### src/rtl/apb_pkg.sv
// ---------------------------------------------------------------------------
// apb_pkg
//
// Shared definitions for the two-requester APB arbitrating master:
//   - apb_state_e   : bus-phase state of the master FSM (IDLE/SETUP/ACCESS)
//   - APB_ADDR_W    : default paddr / request address width
//   - APB_DATA_W    : default pwdata / prdata / request data width
//   - idx_to_onehot : turns a 1-bit requester index into a 2-bit one-hot
//                     vector, used for the req_gnt and rsp_valid pulses
// ---------------------------------------------------------------------------
package apb_pkg;

    localparam int APB_ADDR_W = 8;
    localparam int APB_DATA_W = 32;

    typedef enum logic [1:0] {
        IDLE   = 2'd0,
        SETUP  = 2'd1,
        ACCESS = 2'd2
    } apb_state_e;

    function automatic logic [1:0] idx_to_onehot(input logic idx);
        return idx ? 2'b10 : 2'b01;
    endfunction

endpackage

### src/rtl/apb_arb_master_if.sv
// ---------------------------------------------------------------------------
// apb_arb_master_if
//
// Bundles the requester-side handshake and the APB bus of apb_arb_master.
//
// Requester side (2 requesters, requester i owns slice i of each vector):
//   req_valid[1:0]        transfer request
//   req_write[1:0]        direction, 1 = write
//   req_addr[2*ADDR_W]    request address, slice [i*ADDR_W +: ADDR_W]
//   req_wdata[2*DATA_W]   write data, slice [i*DATA_W +: DATA_W]
//   req_gnt[1:0]          one-cycle pulse: request accepted and latched
//   rsp_valid[1:0]        one-cycle pulse: transfer completed
//   rsp_rdata[DATA_W]     read data, valid while rsp_valid != 0
//   busy                  master FSM is not IDLE
//
// APB side (no pready, no pslverr):
//   paddr, psel, penable, pwrite, pwdata driven by the master
//   prdata driven by the slave
//
// Modports:
//   master : the view of apb_arb_master itself
//   slave  : the view of the surrounding environment (requesters + slave)
// ---------------------------------------------------------------------------
interface apb_arb_master_if
    import apb_pkg::*;
#(
    parameter int ADDR_W = APB_ADDR_W,
    parameter int DATA_W = APB_DATA_W
);

    logic [1:0]          req_valid;
    logic [1:0]          req_write;
    logic [2*ADDR_W-1:0] req_addr;
    logic [2*DATA_W-1:0] req_wdata;
    logic [1:0]          req_gnt;
    logic [1:0]          rsp_valid;
    logic [DATA_W-1:0]   rsp_rdata;
    logic                busy;

    logic [ADDR_W-1:0]   paddr;
    logic                psel;
    logic                penable;
    logic                pwrite;
    logic [DATA_W-1:0]   pwdata;
    logic [DATA_W-1:0]   prdata;

    modport master (
        input  req_valid, req_write, req_addr, req_wdata, prdata,
        output req_gnt, rsp_valid, rsp_rdata, busy,
               paddr, psel, penable, pwrite, pwdata
    );

    modport slave (
        output req_valid, req_write, req_addr, req_wdata, prdata,
        input  req_gnt, rsp_valid, rsp_rdata, busy,
               paddr, psel, penable, pwrite, pwdata
    );

endinterface

### src/rtl/rr_arb2.sv
// ---------------------------------------------------------------------------
// rr_arb2
//
// Two-way round-robin selector, purely combinational.
//
// Ports:
//   req[1:0]  input   pending requests
//   last      input   index of the requester granted most recently
//   gnt_idx   output  index of the selected requester (meaningful when any=1)
//   any       output  at least one request is pending
//
// With both requesting, the one not granted last wins; with a single
// request, that requester wins regardless of last.
// ---------------------------------------------------------------------------
module rr_arb2 (
    input  logic [1:0] req,
    input  logic       last,
    output logic       gnt_idx,
    output logic       any
);

    always_comb begin
        any     = |req;
        gnt_idx = 1'b0;
        case (req)
            2'b01:   gnt_idx = 1'b0;
            2'b10:   gnt_idx = 1'b1;
            2'b11:   gnt_idx = ~last;
            default: gnt_idx = 1'b0;
        endcase
    end

endmodule

### src/rtl/apb_arb_master.sv
// ---------------------------------------------------------------------------
// apb_arb_master
//
// APB master shared by two requesters through a round-robin arbiter.
// Each transfer runs SETUP (psel=1, penable=0, req_gnt pulse) then ACCESS
// (psel=1, penable=1); the bus has no wait states, so ACCESS always lasts
// one cycle. The response (rsp_valid pulse, plus rsp_rdata for a read)
// appears in the cycle after ACCESS. If another request is pending at the
// end of ACCESS the master goes straight back to SETUP, keeping psel high.
//
// Parameters:
//   ADDR_W  address width (paddr, each req_addr slice)
//   DATA_W  data width (pwdata, prdata, rsp_rdata, each req_wdata slice)
//
// Ports:
//   pclk    clock, rising edge
//   rst     synchronous, active-high reset
//   bus     apb_arb_master_if.master: requester handshake + APB signals
//
// Every output is a flop except busy, which decodes the state register.
// ---------------------------------------------------------------------------
module apb_arb_master
    import apb_pkg::*;
#(
    parameter int ADDR_W = APB_ADDR_W,
    parameter int DATA_W = APB_DATA_W
) (
    input  logic             pclk,
    input  logic             rst,
    apb_arb_master_if.master bus
);

    apb_state_e        state_q,     state_d;
    logic              last_q,      last_d;
    logic              winner_q,    winner_d;
    logic              psel_q,      psel_d;
    logic              penable_q,   penable_d;
    logic [ADDR_W-1:0] paddr_q,     paddr_d;
    logic              pwrite_q,    pwrite_d;
    logic [DATA_W-1:0] pwdata_q,    pwdata_d;
    logic [1:0]        req_gnt_q,   req_gnt_d;
    logic [1:0]        rsp_valid_q, rsp_valid_d;
    logic [DATA_W-1:0] rsp_rdata_q, rsp_rdata_d;

    logic              arb_idx;
    logic              arb_any;
    logic [ADDR_W-1:0] sel_addr;
    logic [DATA_W-1:0] sel_wdata;
    logic              sel_write;

    rr_arb2 u_rr_arb2 (
        .req     (bus.req_valid),
        .last    (last_q),
        .gnt_idx (arb_idx),
        .any     (arb_any)
    );

    // Fields of whichever requester the arbiter currently favours; only
    // consumed on the edges where a grant is actually issued.
    always_comb begin
        sel_addr  = bus.req_addr[ADDR_W-1:0];
        sel_wdata = bus.req_wdata[DATA_W-1:0];
        sel_write = bus.req_write[0];
        if (arb_idx) begin
            sel_addr  = bus.req_addr[2*ADDR_W-1:ADDR_W];
            sel_wdata = bus.req_wdata[2*DATA_W-1:DATA_W];
            sel_write = bus.req_write[1];
        end
    end

    // Next-state and registered-output logic. Request fields are looked at
    // only in IDLE and on the edge leaving ACCESS, which is why those two
    // branches share the grant path.
    always_comb begin
        state_d     = state_q;
        last_d      = last_q;
        winner_d    = winner_q;
        psel_d      = psel_q;
        penable_d   = penable_q;
        paddr_d     = paddr_q;
        pwrite_d    = pwrite_q;
        pwdata_d    = pwdata_q;
        req_gnt_d   = 2'b00;
        rsp_valid_d = 2'b00;
        rsp_rdata_d = rsp_rdata_q;

        case (state_q)
            IDLE: begin
                psel_d    = 1'b0;
                penable_d = 1'b0;
                if (arb_any) begin
                    state_d   = SETUP;
                    psel_d    = 1'b1;
                    penable_d = 1'b0;
                    paddr_d   = sel_addr;
                    pwrite_d  = sel_write;
                    pwdata_d  = sel_wdata;
                    winner_d  = arb_idx;
                    last_d    = arb_idx;
                    req_gnt_d = idx_to_onehot(arb_idx);
                end
            end

            SETUP: begin
                state_d   = ACCESS;
                psel_d    = 1'b1;
                penable_d = 1'b1;
            end

            ACCESS: begin
                // A write leaves the previous read data in place.
                if (!pwrite_q) begin
                    rsp_rdata_d = bus.prdata;
                end
                rsp_valid_d = idx_to_onehot(winner_q);
                if (arb_any) begin
                    state_d   = SETUP;
                    psel_d    = 1'b1;
                    penable_d = 1'b0;
                    paddr_d   = sel_addr;
                    pwrite_d  = sel_write;
                    pwdata_d  = sel_wdata;
                    winner_d  = arb_idx;
                    last_d    = arb_idx;
                    req_gnt_d = idx_to_onehot(arb_idx);
                end else begin
                    state_d   = IDLE;
                    psel_d    = 1'b0;
                    penable_d = 1'b0;
                end
            end

            default: begin
                state_d   = IDLE;
                psel_d    = 1'b0;
                penable_d = 1'b0;
            end
        endcase
    end

    // last_q resets to 1 so that requester 0 wins the first contention.
    // Reset during SETUP/ACCESS simply drops the transfer: no response.
    always_ff @(posedge pclk) begin
        if (rst) begin
            state_q     <= IDLE;
            last_q      <= 1'b1;
            winner_q    <= 1'b0;
            psel_q      <= 1'b0;
            penable_q   <= 1'b0;
            paddr_q     <= '0;
            pwrite_q    <= 1'b0;
            pwdata_q    <= '0;
            req_gnt_q   <= 2'b00;
            rsp_valid_q <= 2'b00;
            rsp_rdata_q <= '0;
        end else begin
            state_q     <= state_d;
            last_q      <= last_d;
            winner_q    <= winner_d;
            psel_q      <= psel_d;
            penable_q   <= penable_d;
            paddr_q     <= paddr_d;
            pwrite_q    <= pwrite_d;
            pwdata_q    <= pwdata_d;
            req_gnt_q   <= req_gnt_d;
            rsp_valid_q <= rsp_valid_d;
            rsp_rdata_q <= rsp_rdata_d;
        end
    end

    assign bus.psel      = psel_q;
    assign bus.penable   = penable_q;
    assign bus.paddr     = paddr_q;
    assign bus.pwrite    = pwrite_q;
    assign bus.pwdata    = pwdata_q;
    assign bus.req_gnt   = req_gnt_q;
    assign bus.rsp_valid = rsp_valid_q;
    assign bus.rsp_rdata = rsp_rdata_q;
    assign bus.busy      = (state_q != IDLE);

endmodule

### src/flat_wrapper.sv
// flat-port wrapper written by rule: the top's interface ports become plain ports
module apb_arb_master_flat import apb_pkg::*;
#(
    parameter int ADDR_W = APB_ADDR_W,
    parameter int DATA_W = APB_DATA_W
)
  (pclk, rst, bus_req_valid, bus_req_write, bus_req_addr, bus_req_wdata, bus_prdata, bus_req_gnt, bus_rsp_valid, bus_rsp_rdata, bus_busy, bus_paddr, bus_psel, bus_penable, bus_pwrite, bus_pwdata);
  apb_arb_master_if #(.ADDR_W(ADDR_W), .DATA_W(DATA_W)) bus_i ();
  input  logic pclk;
  input  logic rst;
  input wire logic [$bits(bus_i.req_valid)-1:0] bus_req_valid;
  input wire logic [$bits(bus_i.req_write)-1:0] bus_req_write;
  input wire logic [$bits(bus_i.req_addr)-1:0] bus_req_addr;
  input wire logic [$bits(bus_i.req_wdata)-1:0] bus_req_wdata;
  input wire logic [$bits(bus_i.prdata)-1:0] bus_prdata;
  output wire logic [$bits(bus_i.req_gnt)-1:0] bus_req_gnt;
  output wire logic [$bits(bus_i.rsp_valid)-1:0] bus_rsp_valid;
  output wire logic [$bits(bus_i.rsp_rdata)-1:0] bus_rsp_rdata;
  output wire logic [$bits(bus_i.busy)-1:0] bus_busy;
  output wire logic [$bits(bus_i.paddr)-1:0] bus_paddr;
  output wire logic [$bits(bus_i.psel)-1:0] bus_psel;
  output wire logic [$bits(bus_i.penable)-1:0] bus_penable;
  output wire logic [$bits(bus_i.pwrite)-1:0] bus_pwrite;
  output wire logic [$bits(bus_i.pwdata)-1:0] bus_pwdata;
  assign bus_i.req_valid = bus_req_valid;
  assign bus_i.req_write = bus_req_write;
  assign bus_i.req_addr = bus_req_addr;
  assign bus_i.req_wdata = bus_req_wdata;
  assign bus_i.prdata = bus_prdata;
  assign bus_req_gnt = bus_i.req_gnt;
  assign bus_rsp_valid = bus_i.rsp_valid;
  assign bus_rsp_rdata = bus_i.rsp_rdata;
  assign bus_busy = bus_i.busy;
  assign bus_paddr = bus_i.paddr;
  assign bus_psel = bus_i.psel;
  assign bus_penable = bus_i.penable;
  assign bus_pwrite = bus_i.pwrite;
  assign bus_pwdata = bus_i.pwdata;
  apb_arb_master #(.ADDR_W(ADDR_W), .DATA_W(DATA_W)) u_core (.pclk(pclk), .rst(rst), .bus(bus_i));
endmodule
### config.mk
export PLATFORM = sky130hd
export DESIGN_NAME = apb_arb_master_flat
export DESIGN_NICKNAME = d
export VERILOG_FILES = /design/src/rtl/apb_pkg.sv /design/src/rtl/apb_arb_master_if.sv /design/src/rtl/rr_arb2.sv /design/src/rtl/apb_arb_master.sv /design/src/flat_wrapper.sv
export SDC_FILE = /design/constraint.sdc
export NUM_CORES = 1
export LEC_CHECK = 0
export CORE_ASPECT_RATIO = 1.5
export CORE_MARGIN = 10
export CORE_UTILIZATION = 38
export DETAILED_ROUTE_END_ITERATION = 10
export PLACE_DENSITY = 0.8
export SLEW_MARGIN = 20
export SYNTH_ARGS = -nofsm -noshare
export SYNTH_HDL_FRONTEND = slang
export SYNTH_SLANG_ARGS = --single-unit
### constraint.sdc
create_clock -name pclk -period 1.7 [get_ports pclk]
set_clock_uncertainty 0.15 [all_clocks]
set_input_delay 0.255 -clock pclk [delete_from_list [all_inputs] [get_ports pclk]]
set_output_delay 0.255 -clock pclk [all_outputs]
set_load 0.05 [all_outputs]
==> flow_metrics.tcl <==
set metrics [dict create \
    ir_drop_uv 623 \
    seqPwrFrac 0.401 \
    fmax_ghz 0.620 \
    crit_path_end_kind "primary output" \
    avgSynthCellArea_um2 8.56 \
    fin_util 0.638 \
    status "finished, final reports clean" \
    synth.distinct_cells 25 \
    yosysTopAreaCell "dfxtp_1" \
    fin_crit_ps 1610 \
    critical_path_peak_fanout 8 \
    synth_area_leaders "dfxtp_1, a211oi_2, nand2_1" \
    die_h_um 136 \
    start_util 0.387 \
    p_per_area_nw_per_um2 956 \
    cts.repair.resized 0 \
    cp_slowest_stage_delay_ps 360 \
    sw_frac_of_total 0.315 \
    startpoint_type "flip-flop" \
    diodes 0 \
    grt_overflow 0 \
    die_w_um 97.4 \
    firstDrtPassIters 4 \
    die_area_um2 13300 \
    postCtsHoldBufs 0 \
    numPortBuffers 197 \
    hold_class "in -> reg" \
    rsz0062_at_grt "no" \
    areaGrowthSynthToFinish_pct 64.9 \
    ios 198 \
    clock-sinks 83 \
    critPathBufInv 1 \
    regArea_um2 1660 \
    p_int_mw 3.69 \
    synth_nets 517 \
    wl_um 11900 \
    max-clock-path-buffers 2 \
    vias_per_cell 4.93 \
    multi_input_area_um2 1600 \
    first_global_vias 3564 \
    grt_use_total 0.173 \
    drtAntennaViolNets 0 \
    wl_per_cell_um 17.1 \
    cap_viol_max_count 0 \
    yosysWarnings 0 \
    coreArea_um2 8830 \
    tritoncts "yes" \
    preCtsSetupSlack_ps -196 \
    clk_root_buffer_cell "clkbuf_16" \
    net-switching-power_mw 1.70 \
    seq_area_frac_synth 0.486 \
    gp_congestion 0.846 \
    p_clk_frac 0.308 \
    period_share 0.949 \
    fillers 740 \
    drt_iter0_drc 118 \
    tightest_slew_ps 340 \
    row_count 42 \
    final-hold-violation-count 0 \
    synth_area_um2 3420 \
    final.setup.worst_slack_ps 87.1 \
    cpMaxStageDelayCell "dfxtp_1" \
    crit_chain "or2_2, buf_12" \
    synthCells 399 \
    path_delay_family "flip-flops" \
    ys_ff_latch 83 \
    post-dp-hpwl_um 9080 \
    leakage_nw 2.30 \
    drv_slew 0 \
    grt_first_pass_wirelength_um 18800 \
    htreeDepth 3 \
    clk_pin_slew_ps 60 \
    antenna_found_initial 0 \
    grt_start_max_net_pins 43 \
    insertion_delay_ps 330 \
    fin_nets 704 \
    share_comb_of_total_power 0.291 \
    cts_buffers 9 \
    setup-violations-final 0 \
    maxSlewHeadroom 0.774 \
    postCtsSetupBuffers 0 \
    cp_data_arrival_time_ps 1210 \
    synth.top_cell.area_share 0.486 \
    path_class "reg -> out" \
    vias 3436 \
    drive_gt1_frac 0.254 \
    drc 0 \
    required_ps 1290 \
]
[through the flow]
step / instance area (um2) / hold WS [ps] / setup TNS [ps] / total power [mW] / std cells
after global routing: 5630 / 35.2 / 0 / 5.63 / 697
after CTS: 5630 / 22.5 / 0 / 5.44 / 697
after floorplan: 3420 / 241 / 0 / 3.11 / 399
after detailed placement: 5400 / 292 / -6480 / 3.78 / 685
after global placement: 5400 / 280 / -4420 / 3.75 / 685
final: 5630 / 38.4 / 0 / 5.38 / 697
[layer usage]
metal / wire (um) / track usage / up-vias
met3: 881 / 0.0600 / 19
met5: 0 / 0 / -
met2: 6230 / 0.301 / 126
met4: 292 / 0.0697 / 0
li1: - / - / 1715
met1: 4510 / 0.187 / 1576
[cells in the final DEF, fill, tap and decap left out]
cell type        instances
a211oi_1                 2
clkdlybuf4s50_1        116
o21ba_1                  1
clkbuf_16                9
a21oi_1                 73
o21bai_4                 1
nor2_1                  43
nor3b_4                  1
a21boi_4                 1
clkinv_2                 1
nand2b_1                 1
nand2_1                106
a21bo_1                  1
nor4bb_1                 1
a2bb2oi_1                1
dfxtp_1                 83
nor3b_1                  2
nor2b_1                  1
nor4b_1                  1
or2_2                    2
clkbuf_1                 2
or3b_1                   1
buf_12                  10
nor3_1                   2
o22ai_1                  1
buf_4                   85
a211oi_2                39
[synth_stat cells]
master,instances
nand2_1,106
dfxtp_1,83
a21oi_1,73
nor2_1,43
a211oi_2,39
buf_2,20
clkbuf_1,8
buf_4,6
a211oi_1,2
nor3_1,2
nor3b_1,2
or2_2,2
a21bo_1,1
a21boi_2,1
a2bb2oi_1,1
buf_1,1
nand2b_1,1
nor2b_1,1
nor3b_2,1
nor4b_1,1
nor4bb_1,1
o21ba_1,1
o21bai_2,1
o22ai_1,1
or3b_1,1
[cells by family after synthesis]
group                  share of synthesized area
DFF                                        0.486
AOI/OAI and AO/OA                          0.271
and+or+nand+nor                            0.190
buffers and inverters                     0.0524
[flip-flops by register name (all words and copies together), names as in the netlist]
register and count:
u_core.bus.pwdata 32, u_core.bus.req_gnt 2, u_core.bus.rsp_rdata 32, u_core.bus.pwrite 1, u_core.state_q 2, u_core.bus.penable 1
u_core.winner_q 1, u_core.bus.paddr 8, u_core.bus.rsp_valid 2, u_core.bus.psel 1, u_core.last_q 1
[layout make-up]
class / instances / share of cell area
clock inverter: 1 / 0.000888
timing repair buffer: 211 / 0.355
multi-input combinational: 281 / 0.283
clock buffer: 11 / 0.0413
sequential: 83 / 0.295
tap: 110 / 0.0244
[worst paths after layout]
check / to / slack [ps] / startpoint / cells past startpoint
worst max-delay path: bus_busy / 90 / u_core.state_q[0] / 2
worst min-delay path: u_core.state_q[1] / 40 / rst / 2
worst max register to register: u_core.bus.rsp_rdata[24] / 220 / u_core.state_q[1] / 4
worst min register to register: u_core.bus.rsp_valid[0] / 300 / u_core.winner_q / 1
[power by group through the flow]
stage / Clock [mW] / Combinational, mW / Sequential, mW
6_report: 1.66 / 1.56 / 2.16
5_1_grt: 1.79 / 1.66 / 2.18
4_1_cts: 1.70 / 1.58 / 2.16
3_5_place_dp: 0 / 1.57 / 2.20
3_3_place_gp: 0 / 1.55 / 2.20
2_1_floorplan: 0 / 0.468 / 2.64
(Power assumes the default switching activity.)
